File: src/rtl/uart_tx_arbiter.sv
// Round-robin, packet-granular arbiter that shares one UART TX FIFO write port
// and start_transmit strobe between two byte-stream requesters.
module uart_tx_arbiter #(
   parameter int DATA_WIDTH = 8,
   parameter int MAX_BURST  = 16
) (
   input  logic                  clk,
   input  logic                  reset,
   input  logic                  req0_valid,
   input  logic [DATA_WIDTH-1:0] req0_data,
   input  logic                  req0_last,
   output logic                  req0_ready,
   input  logic                  req1_valid,
   input  logic [DATA_WIDTH-1:0] req1_data,
   input  logic                  req1_last,
   output logic                  req1_ready,
   input  logic                  tx_almost_full,
   output logic                  wr_en,
   output logic [DATA_WIDTH-1:0] data_in,
   output logic                  start_transmit,
   output logic [1:0]            grant,
   output logic                  busy
);

   // Handshake: a byte moves when reqN_valid && reqN_ready on a rising edge.
   // ready depends only on state, tx_almost_full and reset, never on valid.
   localparam logic [1:0] ST_IDLE = 2'd0;
   localparam logic [1:0] ST_GNT0 = 2'd1;
   localparam logic [1:0] ST_GNT1 = 2'd2;
   localparam logic [1:0] ST_DONE = 2'd3;

   localparam logic [7:0] BURST_LIMIT = 8'(MAX_BURST - 1);

   logic [1:0]            state;
   logic [1:0]            state_nxt;
   logic [7:0]            burst_cnt;
   logic [7:0]            burst_cnt_nxt;
   logic                  last_served;
   logic                  last_served_nxt;
   logic                  hs0;
   logic                  hs1;
   logic                  hs;
   logic                  hs_last;
   logic                  grant_end;
   logic [DATA_WIDTH-1:0] hs_data;

   // Gating with reset keeps a byte presented in the reset cycle from being consumed.
   assign req0_ready = (state == ST_GNT0) && !tx_almost_full && !reset;
   assign req1_ready = (state == ST_GNT1) && !tx_almost_full && !reset;

   assign hs0       = req0_valid && req0_ready;
   assign hs1       = req1_valid && req1_ready;
   assign hs        = hs0 || hs1;
   assign hs_data   = hs1 ? req1_data : req0_data;
   assign hs_last   = hs1 ? req1_last : req0_last;
   assign grant_end = hs && (hs_last || (burst_cnt == BURST_LIMIT));

   always_comb begin
      state_nxt       = state;
      burst_cnt_nxt   = burst_cnt;
      last_served_nxt = last_served;
      case (state)
         ST_IDLE: begin
            if (req0_valid && (!req1_valid || last_served)) begin
               state_nxt = ST_GNT0;
            end else if (req1_valid) begin
               state_nxt = ST_GNT1;
            end
         end
         ST_GNT0, ST_GNT1: begin
            if (grant_end) begin
               state_nxt       = ST_DONE;
               burst_cnt_nxt   = 8'd0;
               last_served_nxt = (state == ST_GNT1);
            end else if (hs) begin
               burst_cnt_nxt = burst_cnt + 8'd1;
            end
         end
         ST_DONE: begin
            state_nxt = ST_IDLE;
         end
         default: begin
            state_nxt = ST_IDLE;
         end
      endcase
   end

   // grant/busy are derived from the next state so they track the registered state exactly.
   always_ff @(posedge clk) begin
      if (reset) begin
         state          <= ST_IDLE;
         burst_cnt      <= 8'd0;
         last_served    <= 1'b1;
         wr_en          <= 1'b0;
         data_in        <= '0;
         start_transmit <= 1'b0;
         grant          <= 2'b00;
         busy           <= 1'b0;
      end else begin
         state          <= state_nxt;
         burst_cnt      <= burst_cnt_nxt;
         last_served    <= last_served_nxt;
         wr_en          <= hs;
         if (hs) begin
            data_in <= hs_data;
         end
         // Fires the cycle after DONE, once the FIFO holds the grant's final byte.
         start_transmit <= (state == ST_DONE);
         grant          <= {state_nxt == ST_GNT1, state_nxt == ST_GNT0};
         busy           <= (state_nxt != ST_IDLE);
      end
   end

endmodule

File: config.mk
export PLATFORM = sky130hd
export DESIGN_NAME = uart_tx_arbiter
export DESIGN_NICKNAME = d
export VERILOG_FILES = /design/src/rtl/uart_tx_arbiter.sv
export SDC_FILE = /design/constraint.sdc
export NUM_CORES = 1
export LEC_CHECK = 0
export ABC_AREA = 1
export CORE_MARGIN = 2
export CORE_UTILIZATION = 43
export CTS_BUF_LIST = sky130_fd_sc_hd__clkbuf_4 sky130_fd_sc_hd__clkbuf_8
export DETAILED_ROUTE_END_ITERATION = 10
export HOLD_SLACK_MARGIN = 0.03
export PLACE_DENSITY_LB_ADDON = 0.25
export SKIP_CTS_REPAIR_TIMING = 1
export SYNTH_ARGS = -nofsm -noshare
export SYNTH_HDL_FRONTEND = slang
export SYNTH_SLANG_ARGS = --single-unit
File: constraint.sdc
create_clock -name clk -period 3.65 [get_ports clk]
set_input_delay 0.73 -clock clk [delete_from_list [all_inputs] [get_ports clk]]
set_output_delay 0.73 -clock clk [all_outputs]
set_load 0.005 [all_outputs]
Word-level counts from Yosys, hierarchy flattened. Index checks and enable logic that the tools add are counted.

Flip-flop bits (word level): 24.

Add/sub/neg operators: 1. Multiplexer cells: 8. Equal/unequal tests: 6. Reductions and logical operators: 20.

Operators with widths (count): $mux W8 (3); $add A8 B1 Y8 const B (1); $eq A8 B4 Y1 const B (1); $logic_and A1 B1 Y1 (8); $eq A2 B2 Y1 const B (3); $mux W2 (3); $pmux W2 S3 (1); $eq A2 B1 Y1 const B (2); $reduce_and A2 Y1 (2); $reduce_bool A2 Y1 (2); $logic_not A1 Y1 (3); $logic_or A1 B1 Y1 (3); $logic_not A2 Y1 (1); $reduce_or A2 Y1 (1); $mux W1 (1).

Logic depth before layout (Yosys ltp). Gate-level depths: netlist of the first run.

Depth in word-level cells: 10. Gate-level depth with buffers: 12. Gate-level depth less buffers: 12.

Worst setup path after synthesis of the first run. Ideal clock, no wire load.

Path type: input to register. From: in tx_almost_full. To: reg burst_cnt[2]. Required time: 3.536 ns. Path buffers: 0. Cell stages on the path: 10. Slack: 1.928 ns. Data arrival time: 1.608 ns. Cells stage by stage: inv_2 nand2_1 nor2_2 nand2_2 nand2_2 nand2_1 nand2_1 nand2_1 nand2_2 nor2_1.

RTL lines: from (decl) (RTL line 17) `input logic tx_almost_full,`; $logic_not A1 Y1 * (RTL line 48) `assign req0_ready = (state == ST_GNT0) && !tx_almost_full && !reset;`; $logic_and A1 B1 Y1 * (2 in a row) (RTL line 48); named net req0_ready (RTL line 12) `output logic req0_ready,`; $logic_and A1 B1 Y1 * (RTL line 51) `assign hs0 = req0_valid && req0_ready;`; $logic_or A1 B1 Y1 * (RTL line 53) `assign hs = hs0 || hs1;`; $logic_and A1 B1 Y1 (RTL line 56) `assign grant_end = hs && (hs_last || (burst_cnt == BURST_LIMIT));`; $reduce_bool A2 Y1 (no line); $reduce_and A2 Y1 (no line); to (signal assigned) (RTL line 101) `burst_cnt <= burst_cnt_nxt;`; to (decl) (RTL line 36) `logic [7:0] burst_cnt;`.

The timed path passes the listed nets; every way through them passes the cells marked *. A chain may end at the register's enable or synchronous reset.

Worst setup path after layout of the first run.
From: in reset. To: out req1_ready.

Longest elaborated chain between the ends: 2.

RTL lines: from (decl) (RTL line 8) `input logic reset,`; $logic_not A1 Y1 (RTL line 49) `assign req1_ready = (state == ST_GNT1) && !tx_almost_full && !reset;`; $logic_and A1 B1 Y1 (RTL line 49); to (decl) (RTL line 16) `output logic req1_ready,`.

No other way between the ends.

==> summary.txt, run 1 <==
Logic synthesis
  – Post-Synth Simple-Gate Area: 24.8%
  – Synthesized area divided by synthesized cell count: 7.58 um2
  – Area share of fa/ha/maj cells after synthesis: 5.54%
  – Most used flip-flop cell after synthesis: dfxtp_1
  – Sequential area share after synthesis: 42.5%
  – Main combinational cell family by area after synthesis: simple AND/OR/NAND/NOR gates
  – Post-synthesis instance area: 1130 um2
  – Share of flip-flops with an asynchronous set or reset after synthesis: 0%
  – Number of warnings reported in the yosys synthesis log: 0
  – Compound-Gate Fraction of Synth Area: 17.4%
  – Count of cell types in the netlist: 22
  – Gate count after technology mapping: 149
  – Fraction of synthesized cell area in xor and xnor cells: 3.10%
  – Register bit count reported by yosys: 24
  – Syn Nets: 177
  – Count of flip-flops with a built-in enable after synthesis: 0
  – Share of synthesized area spent on multiplexers: 0%

Drt
  – Sum of routed wire length over all layers: 2580 um
  – Post-DR wirelength/cell: 11.9 um
  – DR DRC count: 0
  – Routed via count: 1092
  – Count of antenna-violating nets left after detailed routing: 0
  – Detailed router's first-iteration violation count: 22
  – Number of detailed-route iterations in the first pass: 4
  – Vias per inst: 5.01

Pwr
  – Clock Power Share: 29.2%
  – Portion of total power attributed to combinational logic: 14.9%
  – Total power after layout: 492 uW
  – Static leakage: 0.000615 uW
  – Internal power: 374 uW
  – Worst VDD drop: 280 uV
  – Power density over the cells: 315 nW/um2
  – Flop pwr share: 55.9%
  – Sw frac: 24.0%
  – NetSw: 118 uW

CTS
  – Buffer levels on the longest clock path: 2
  – CTS tree: done
  – Cell at the root of the clock tree: clkbuf_4
  – Level count of the clock H-tree: 1
  – Clock insertion delay at the later pin of the skew report: 0.32 ns
  – Clock-pin slew on the worst setup and hold paths: 0.14 ns
  – CTS Buf Count: 3
  – Number of sinks handled by clock tree synthesis: 24

Critical path
  – Top Family by Delay on Critical Path: buffers and inverters
  – Arrival time reported for the critical path endpoint: 1.98 ns
  – Cell type with the highest occurrence count on the critical path: clkdlybuf4s50_1
  – Startpoint types: input port
  – Delay of the slowest critical-path stage: 0.53 ns
  – Register-to-register setup slack: 1.79 ns
  – Cells on worst reg2reg path: 9
  – Reg-to-reg critical path startpoint: state[0]
  – Highest net fanout along the worst path: 5
  – Critical Path RT: 2.92 ns
  – Slowest stage cell on the critical path: clkdlybuf4s50_1
  – Buffering stage count on the worst path with inverters included: 2
  – Reg2reg end: burst_cnt[2]
  – Type of the worst setup path: in2out
  – CP Cell Sequence: clkdlybuf4s50_1 -> nor3_1 -> clkdlybuf4s50_1
  – Element type at the critical path end: output pin

Placement
  – Routability congestion estimate from global placement: 0.787
  – Count of input and output buffers: 37
  – HPWL after DPL: 2030 um

Final layout
  – Post-layout net count: 217
  – N_diodes: 0
  – Highest-count cells in the layout ignoring fill and taps: 37 x clkdlybuf4s50_1, 34 x nand2_1, 24 x dfxtp_1, 20 x o21ai_0, 13 x nor2_1
  – Most common library cell in the layout ignoring fill and taps: clkdlybuf4s50_1
  – Final core utilization: 62.9%
  – Layout overhead on the synthesized area: 38.0%
  – Layout cell share with drive strength beyond 1: 8.51%

Die
  – Die area: 3050 um2
  – Effective utilization at floorplan: 45.6%
  – Y dimension of the die: 55.3 um
  – Area of the placeable core: 2480 um2
  – Die width: 55.3 um
  – Number of cell rows: 18
  – # IOs: 38

STA
  – Final worst clock skew: 0.00756 ns
  – Share of the cycle needed by the critical path after routing: 74.2%
  – Number of endpoints failing setup at the final stage: 0
  – Min Tclk post-route: 2.71 ns
  – Slew at the pin closest to its max-slew limit: 0.281 ns
  – Final Hold Violating Endpoints: 0
  – Setup repair after global routing missed its margin: false
  – Fmax: 0.369 GHz
  – Max-slew headroom at the worst pin: 81.2%
  – Total Negative Setup Slacks: 0 ns
  – Max-slew violations: 0

Min path
  – Hold Path Cell Cnt: 2
  – Endpoint of the worst hold path: last_served
  – Worst min-delay path class: reg2reg
  – Worst hold path startpoint: last_served

Global routing
  – Global-route wire length before repair: 4340 um
  – Combined global-route utilization of all metal layers: 17.7%
  – GRT overflow: 0
  – Via count of the first global-routing pass: 1060
  – Pin count of the biggest net entering global routing: 16
  – Antenna violations before repair: 0

Status
  – Result of the run: completed

Flow run
  – Max-cap check violation count: 0
[cells in the mapped netlist, drive strengths merged, types with 2 or more instances]
library cell,n,share of area [%]
o21ai,22,9.7
nand3,7,3.5
inv,15,5.0
o211ai,2,1.3
xor2,3,2.3
a21oi,12,6.3
dfxtp,24,43
nor2,15,5.4
nand2,38,14
ha,5,5.5
[registers in the layout (all words and copies together), names as in the netlist]
register and count:
burst_cnt 8, data_in 8, grant 2, state 2
busy 1, last_served 1, start_transmit 1, wr_en 1
[cells by family after synthesis]
| family | count (synthesis) |
|---|---|
| AOI/OAI and AO/OA | 36 |
| xor gates and xnor gates | 4 |
| adders and majority gates | 5 |
| buffers and inverters | 18 |
| DFF | 24 |
| and+or+nand+nor | 62 |
[routing by layer]
layer  track usage (%)  share of wire (%)  vias up
li1                  -                  -      562
met1              19.9                 43      501
met2              31.6                 51       25
met3              3.51                4.4        4
met4              8.36                1.9        0
met5                 0                  0        -
[power groups by stage]
stage / sequential, uW / clock (uW) / combinational [uW]
3_5_place_dp: 280 / 0 / 74.0
5_1_grt: 276 / 153 / 81.3
3_3_place_gp: 280 / 0 / 72.4
6_report: 275 / 143 / 73.5
2_1_floorplan: 281 / 0 / 28.0
4_1_cts: 275 / 147 / 74.3
[through the flow]
step	hold slack, ns	area [um2]	cells	setup WS [ns]
2_1_floorplan	0.441	1130	149	1.93
3_3_place_gp	0.461	1520	214	0.977
3_5_place_dp	0.464	1520	214	0.940
4_1_cts	0.498	1560	218	0.948
5_1_grt	0.534	1560	218	0.898
6_report	0.493	1560	218	0.943
[layout make-up]
cell class,count,area (um2)
sequential,24,480
fill,227,918
multi-input combinational,107,574
inverter,16,60.1
tap,30,37.5
clock buffer,4,36.3
timing repair buffer,37,370
[tightest hold or removal path, cell delays in order (launching register included)]
cell	delay, ns
dfxtp_1	0.35
nand2_1	0.05
o211ai_1	0.06
[worst max path at each step]
stage / from / depth (start not counted) / end
after CTS: reset / 3 / req1_ready
after detailed placement: reset / 3 / req1_ready
final: reset / 3 / req1_ready
after global routing: reset / 3 / req1_ready
after global placement: reset / 3 / req1_ready
after floorplan: tx_almost_full / 10 / burst_cnt[2]
No activity file was read; power rests on OpenSTA's default activity.
==> run 2: changes to the inputs <==
==> constraint.sdc (replaced) <==
create_clock -name clk -period 2.7 [get_ports clk]
set_input_delay 0.54 -clock clk [delete_from_list [all_inputs] [get_ports clk]]
set_output_delay 0.54 -clock clk [all_outputs]
set_load 0.005 [all_outputs]
==> run 2 against run 1 <==
- sequential share of layout area shrank 0.29 points
- worst setup slack lost 0.57 ns
- non-clock buffer count grew 2
- core utilization increased by 0.61 points
- total power up 34%
- flip-flop and latch count unchanged
- final cell count is 0.92% higher
- via count about the same
- critical path type unchanged
- largest cell class unchanged
==> summary.txt, run 2 (synthesis gave the netlist of run 1 again) <==
Critical path
  – Arrival time reported for the critical path endpoint: 1.78 ns (was 1.98 ns)
  – Type of the worst setup path: in2out (unchanged)
  – Highest net fanout along the worst path: 5 (unchanged)
  – Slowest stage cell on the critical path: clkdlybuf4s50_1 (unchanged)
  – Critical Path RT: 2.16 ns (was 2.92 ns)
  – Buffering stage count on the worst path with inverters included: 2 (unchanged)
  – Element type at the critical path end: output pin (unchanged)
  – Startpoint types: input port (unchanged)
  – Delay of the slowest critical-path stage: 0.54 ns (was 0.53 ns)
  – Cell type with the highest occurrence count on the critical path: clkdlybuf4s50_1 (unchanged)
  – CP Cell Sequence: clkdlybuf4s50_1 -> nor3_1 -> clkdlybuf4s50_1 (unchanged)
  – Top Family by Delay on Critical Path: buffers and inverters (unchanged)

Drt
  – Met3 routed wirelength: 163 um (was 114 um)
  – Uppermost signal routing layer after detailed routing: met4 (unchanged)
  – Vias per inst: 4.97 (was 5.01)
  – Post-DR wirelength/cell: 12.0 um (was 11.9 um)
  – Post-route met1 wirelength: 1100 um (about the same)
  – Detailed router's first-iteration violation count: 13 (was 22)
  – DR DRC count: 0 (unchanged)
  – Routed via count: 1093 (was 1092)
  – Met2 layer wire length in the routed design: 1360 um (was 1320 um)
  – Number of detailed-route iterations in the first pass: 5 (was 4)
  – Sum of routed wire length over all layers: 2640 um (was 2580 um)
  – Count of antenna-violating nets left after detailed routing: 0 (unchanged)

CTS
  – Clock-pin slew on the worst setup and hold paths: 0.13 ns (was 0.14 ns)
  – Level count of the clock H-tree: 1 (unchanged)
  – Number of sinks handled by clock tree synthesis: 24 (unchanged)
  – Cell at the root of the clock tree: clkbuf_4 (unchanged)
  – Buffer levels on the longest clock path: 2 (unchanged)
  – Clock insertion delay at the later pin of the skew report: 0.31 ns (was 0.32 ns)
  – CTS Buf Count: 3 (unchanged)
  – CTS tree: done (unchanged)

Final layout
  – Most common library cell in the layout ignoring fill and taps: clkdlybuf4s50_1 (unchanged)
  – N_diodes: 0 (unchanged)
  – Layout overhead on the synthesized area: 39.3% (was 38.0%)
  – Registers with the most flip-flops: burst_cnt: 8 flops, data_in: 8 flops (unchanged)
  – Highest-count cells in the layout ignoring fill and taps: 37 x clkdlybuf4s50_1, 34 x nand2_1, 24 x dfxtp_1, 20 x o21ai_0, 13 x nor2_1 (unchanged)
  – Post-layout net count: 219 (was 217)
  – Layout cell share with drive strength beyond 1: 9.47% (was 8.51%)

Global routing
  – Antenna violations before repair: 0 (unchanged)
  – Combined global-route utilization of all metal layers: 18.2% (was 17.7%)
  – GRT overflow: 0 (unchanged)
  – Pin count of the biggest net entering global routing: 15 (was 16)
  – Via count of the first global-routing pass: 1076 (was 1060)
  – Global-route wire length before repair: 4510 um (was 4340 um)

Flow run
  – Max-cap check violation count: 0 (unchanged)

Die
  – # IOs: 38 (unchanged)
  – Die width: 55.3 um (unchanged)
  – Die area: 3050 um2 (unchanged)
  – Effective utilization at floorplan: 45.6% (unchanged)
  – Area of the placeable core: 2480 um2 (unchanged)
  – Number of cell rows: 18 (unchanged)
  – Y dimension of the die: 55.3 um (unchanged)

Placement
  – Routability congestion estimate from global placement: 0.788 (was 0.787)
  – Count of input and output buffers: 37 (unchanged)
  – HPWL after DPL: 2030 um (about the same)

STA
  – Final Hold Violating Endpoints: 0 (unchanged)
  – Max-slew violations: 0 (unchanged)
  – Setup repair after global routing missed its margin: false (unchanged)
  – Total Negative Setup Slacks: 0 ns (unchanged)
  – Final worst clock skew: 0.00346 ns (was 0.00756 ns)
  – Max-slew headroom at the worst pin: 79.7% (was 81.2%)
  – Number of endpoints failing setup at the final stage: 0 (unchanged)
  – Min Tclk post-route: 2.32 ns
  – Slew at the pin closest to its max-slew limit: 0.304 ns (was 0.281 ns)
  – Share of the cycle needed by the critical path after routing: 86.0%
  – Fmax: 0.431 GHz

Min path
  – Worst min-delay path class: reg2reg (unchanged)

Status
  – Result of the run: completed (unchanged)

Pwr
  – Power density over the cells: 419 nW/um2 (was 315 nW/um2)
  – Total power after layout: 659 uW (was 492 uW)
  – Worst VDD drop: 359 uV (was 280 uV)
  – Static leakage: 0.000625 uW (was 0.000615 uW)
[run 2: path summary, 6_finish.rpt]
| kind | startpoint | to | slack, ns | cells past startpoint |
|---|---|---|---|---|
| worst max-delay path | reset | req1_ready | 0.38 | 3 |
| worst max register to register | state[1] | burst_cnt[3] | 0.93 | 11 |
| worst min-delay path | last_served | last_served | 0.51 | 2 |
| worst min register to register | last_served | last_served | 0.51 | 2 |
[run 2: power breakdown]
part	leakage, uW	switching, uW	internal [uW]
sequential	0.000195	5.73	366
combinational	0.000409	42.8	57.9
clock	0.0000210	104	82.4
total	0.000625	153	506
[run 2: final cells by class]
type | instances | area [um2]
fill | 238 | 903
multi-input combinational | 107 | 574
sequential | 24 | 480
timing repair buffer | 39 | 385
inverter | 16 | 60.1
tap | 30 | 37.5
clock buffer | 4 | 36.3
[run 2: worst min-delay path, cell delays in order, from the launching register on]
cell and delay (ns):
dfxtp_1 0.36, nand2_1 0.06, o211ai_1 0.07
[run 2: routing by layer]
layer,vias up,track usage (%)
met4,0,4.88
met1,498,19.9
met3,2,5.39
met5,-,0
met2,27,33.7
li1,566,-
[run 2: stage by stage]
stage	instances	utilization (%)	area (um2)	hold slack, ns	setup WS (ns)
detailed placement	216	62.1	1540	0.473	0.371
finish	220	63.5	1570	0.506	0.378
CTS	220	63.5	1570	0.504	0.369
floorplan	149	-	1130	0.441	1.17
global route	220	63.5	1570	0.535	0.304
global placement	216	62.1	1540	0.461	0.406
==> run 3: changes to the inputs <==
--- a/config.mk
+++ b/config.mk
@@ -6,11 +6,13 @@
 export NUM_CORES = 1
 export LEC_CHECK = 0
 export ABC_AREA = 1
+export CAP_MARGIN = 20
 export CORE_MARGIN = 2
 export CORE_UTILIZATION = 43
 export CTS_BUF_LIST = sky130_fd_sc_hd__clkbuf_4 sky130_fd_sc_hd__clkbuf_8
 export DETAILED_ROUTE_END_ITERATION = 10
 export HOLD_SLACK_MARGIN = 0.03
+export MAX_ROUTING_LAYER = met4
 export PLACE_DENSITY_LB_ADDON = 0.25
 export SKIP_CTS_REPAIR_TIMING = 1
 export SYNTH_ARGS = -nofsm -noshare
==> constraint.sdc (replaced) <==
create_clock -name clk -period 2.7 [get_ports clk]
set_input_delay 0.54 -clock clk [delete_from_list [all_inputs] [get_ports clk]]
set_output_delay 0.54 -clock clk [all_outputs]
set_load 0.02 [all_outputs]
==> run 3 against run 2 <==
- non-clock buffer count did not move
- via count fell by 2.8%
- first-iteration DRC count rose by 54%
- fmax fell by 4.3%
- design area did not move
- clock skew fell by 0.0026 ns
- highest routed layer unchanged
- combinational power rose by 11%
==> summary.txt, run 3 (synthesis gave the netlist of run 1 again) <==
Status
  – Result of the run: completed (unchanged)

Drt
  – DR DRC count: 0 (unchanged)
  – Post-DR wirelength/cell: 12.2 um (was 12.0 um)
  – Routed via count: 1062 (was 1093)
  – Vias per inst: 4.83 (was 4.97)
  – Count of antenna-violating nets left after detailed routing: 0 (unchanged)
  – Detailed router's first-iteration violation count: 20 (was 13)
  – Sum of routed wire length over all layers: 2680 um (was 2640 um)
  – Number of detailed-route iterations in the first pass: 4 (was 5)

Critical path
  – Critical path origin: reset (unchanged)
  – Critical Path RT: 2.16 ns (about the same)
  – Highest net fanout along the worst path: 5 (unchanged)
  – Top Family by Delay on Critical Path: buffers and inverters (unchanged)
  – Cell type with the highest occurrence count on the critical path: clkdlybuf4s50_1 (unchanged)
  – Delay of the slowest critical-path stage: 0.63 ns (was 0.54 ns)
  – Element type at the critical path end: output pin (unchanged)
  – Startpoint types: input port (unchanged)
  – Type of the worst setup path: in2out (unchanged)
  – Reg-to-reg critical path startpoint: state[1] (unchanged)
  – Slowest stage cell on the critical path: clkdlybuf4s50_1 (unchanged)
  – CP Cell Sequence: clkdlybuf4s50_1 -> nor3_1 -> clkdlybuf4s50_1 (unchanged)
  – Arrival time reported for the critical path endpoint: 1.89 ns (was 1.78 ns)
  – Buffering stage count on the worst path with inverters included: 2 (unchanged)

Final layout
  – Layout overhead on the synthesized area: 39.3% (unchanged)
  – Final Instance Area: 1570 um2 (unchanged)
  – N_diodes: 0 (unchanged)
  – Registers with the most flip-flops: burst_cnt: 8 flops, data_in: 8 flops (unchanged)
  – Most common library cell in the layout ignoring fill and taps: clkdlybuf4s50_1 (unchanged)
  – Layout cell share with drive strength beyond 1: 9.47% (unchanged)
  – Highest-count cells in the layout ignoring fill and taps: 37 x clkdlybuf4s50_1, 34 x nand2_1, 24 x dfxtp_1, 20 x o21ai_0, 13 x nor2_1 (unchanged)
  – Final std cells w/o fill: 220 (unchanged)
  – Post-layout net count: 219 (unchanged)

STA
  – Slew at the pin closest to its max-slew limit: 0.284 ns (was 0.304 ns)
  – Final worst clock skew: 0.000911 ns (was 0.00346 ns)
  – Post-layout worst setup margin: 0.274 ns (was 0.378 ns)
  – Max-slew violations: 0 (unchanged)
  – Total Negative Setup Slacks: 0 ns (unchanged)
  – Share of the cycle needed by the critical path after routing: 89.9% (was 86.0%)
  – Setup repair after global routing missed its margin: false (unchanged)
  – Final Hold Violating Endpoints: 0 (unchanged)
  – Fmax: 0.412 GHz (was 0.431 GHz)
  – Max-slew headroom at the worst pin: 81.1% (was 79.7%)
  – Min Tclk post-route: 2.43 ns (was 2.32 ns)
  – Number of endpoints failing setup at the final stage: 0 (unchanged)

Global routing
  – Met3 Use GR: 2.81% (was 5.39%)
  – GRT overflow: 0 (unchanged)
  – Combined global-route utilization of all metal layers: 18.5% (was 18.2%)
  – Global-route wire length before repair: 4560 um (was 4510 um)
  – Via count of the first global-routing pass: 1096 (was 1076)
  – M2 GR Usage: 33.5% (was 33.7%)
  – Busiest metal layer after global routing: met2 (unchanged)
  – Antenna violations before repair: 0 (unchanged)
  – Met1 Use GR: 20.9% (was 19.9%)
  – Pin count of the biggest net entering global routing: 15 (unchanged)

Die
  – Y dimension of the die: 55.3 um (unchanged)
  – Die width: 55.3 um (unchanged)
  – Number of cell rows: 18 (unchanged)
  – # IOs: 38 (unchanged)
  – Die area: 3050 um2 (unchanged)
  – Effective utilization at floorplan: 45.6% (unchanged)
  – Area of the placeable core: 2480 um2 (unchanged)

Pwr
  – Power density over the cells: 432 nW/um2 (was 419 nW/um2)
  – Sw frac: 25.5% (was 23.2%)
  – Total power after layout: 680 uW (was 659 uW)
  – Portion of total power attributed to combinational logic: 16.5% (was 15.3%)
  – Internal power: 507 uW (was 506 uW)
  – Clock Power Share: 28.9% (was 28.3%)
  – NetSw: 173 uW (was 153 uW)
  – Worst VDD drop: 308 uV (was 359 uV)
  – Flop pwr share: 54.6% (was 56.4%)
  – Static leakage: 0.000625 uW (unchanged)

Placement
  – Routability congestion estimate from global placement: 0.798 (was 0.788)
  – Placed cell areas: 1540 um2 (unchanged)
  – Count of input and output buffers: 37 (unchanged)
  – Dpl cells: 216 (unchanged)
  – Worst slack after detailed placement: 0.280 ns (was 0.371 ns)
  – HPWL after DPL: 2050 um (was 2030 um)

Min path
  – Worst min-delay path class: reg2reg (unchanged)
  – Worst hold path startpoint: last_served (unchanged)

CTS
  – Buffer levels on the longest clock path: 2 (unchanged)
  – CTS tree: done (unchanged)
  – Clock-pin slew on the worst setup and hold paths: 0.13 ns (about the same)
  – Level count of the clock H-tree: 1 (unchanged)
  – Number of sinks handled by clock tree synthesis: 24 (unchanged)
  – CTS Buf Count: 3 (unchanged)
  – Clock insertion delay at the later pin of the skew report: 0.32 ns (was 0.31 ns)
  – Cell at the root of the clock tree: clkbuf_4 (unchanged)

Flow run
  – Max-cap check violation count: 0 (unchanged)
## run 3: cell counts in the layout (fill, tap and decap cells not counted)
No cell type changed its count.
## run 3: power by group through the flow
stage / Combinational [uW] / Clock, uW / Sequential (uW)
3_5_place_dp: 113 / 0 / 379
6_report: 112 / 196 / 371
4_1_cts: 114 / 195 / 371
5_1_grt: 123 / 203 / 373
2_1_floorplan: 38.8 / 0 / 390
3_3_place_gp: 110 / 0 / 379
## run 3: worst paths after layout
| path | end | slack [ns] | cells after the start |
|---|---|---|---|
| max reg2reg | burst_cnt[7] | 0.89 | 11 |
| min reg2reg | last_served | 0.50 | 2 |
| max | req1_ready | 0.27 | 3 |
| min | last_served | 0.50 | 2 |
## run 3: through the flow
stage	util, %	hold WS (ns)
after floorplan	-	0.441
after global placement	62.1	0.461
after detailed placement	62.1	0.466
after CTS	63.5	0.505
after global routing	63.5	0.525
final	63.5	0.499
## run 3: cell type report
type | count | area, um2
Clock buffer | 4 | 36.3
Fill cell | 239 | 903
Inverter | 16 | 60.1
Multi-Input combinational cell | 107 | 574
Sequential cell | 24 | 480
Tap cell | 30 | 37.5
Timing Repair Buffer | 39 | 385
## run 3: routing by layer
metal / part of all wire, % / vias to the layer above
li1: - / 565
met1: 43 / 472
met2: 52 / 20
met3: 4.2 / 5
met4: 1.2 / 0
met5: 0 / -
## run 3: worst register-to-register path: stages, from the launching register on
cell and delay (ns):
dfxtp_1 0.40, inv_1 0.10, ha_1 0.19, nand2_1 0.08
nor2_2 0.04, nand2_2 0.19, nand2_2 0.18, nand2_1 0.16
nand2_1 0.08, nand2_1 0.12, nand2_2 0.11, nor2_1 0.11
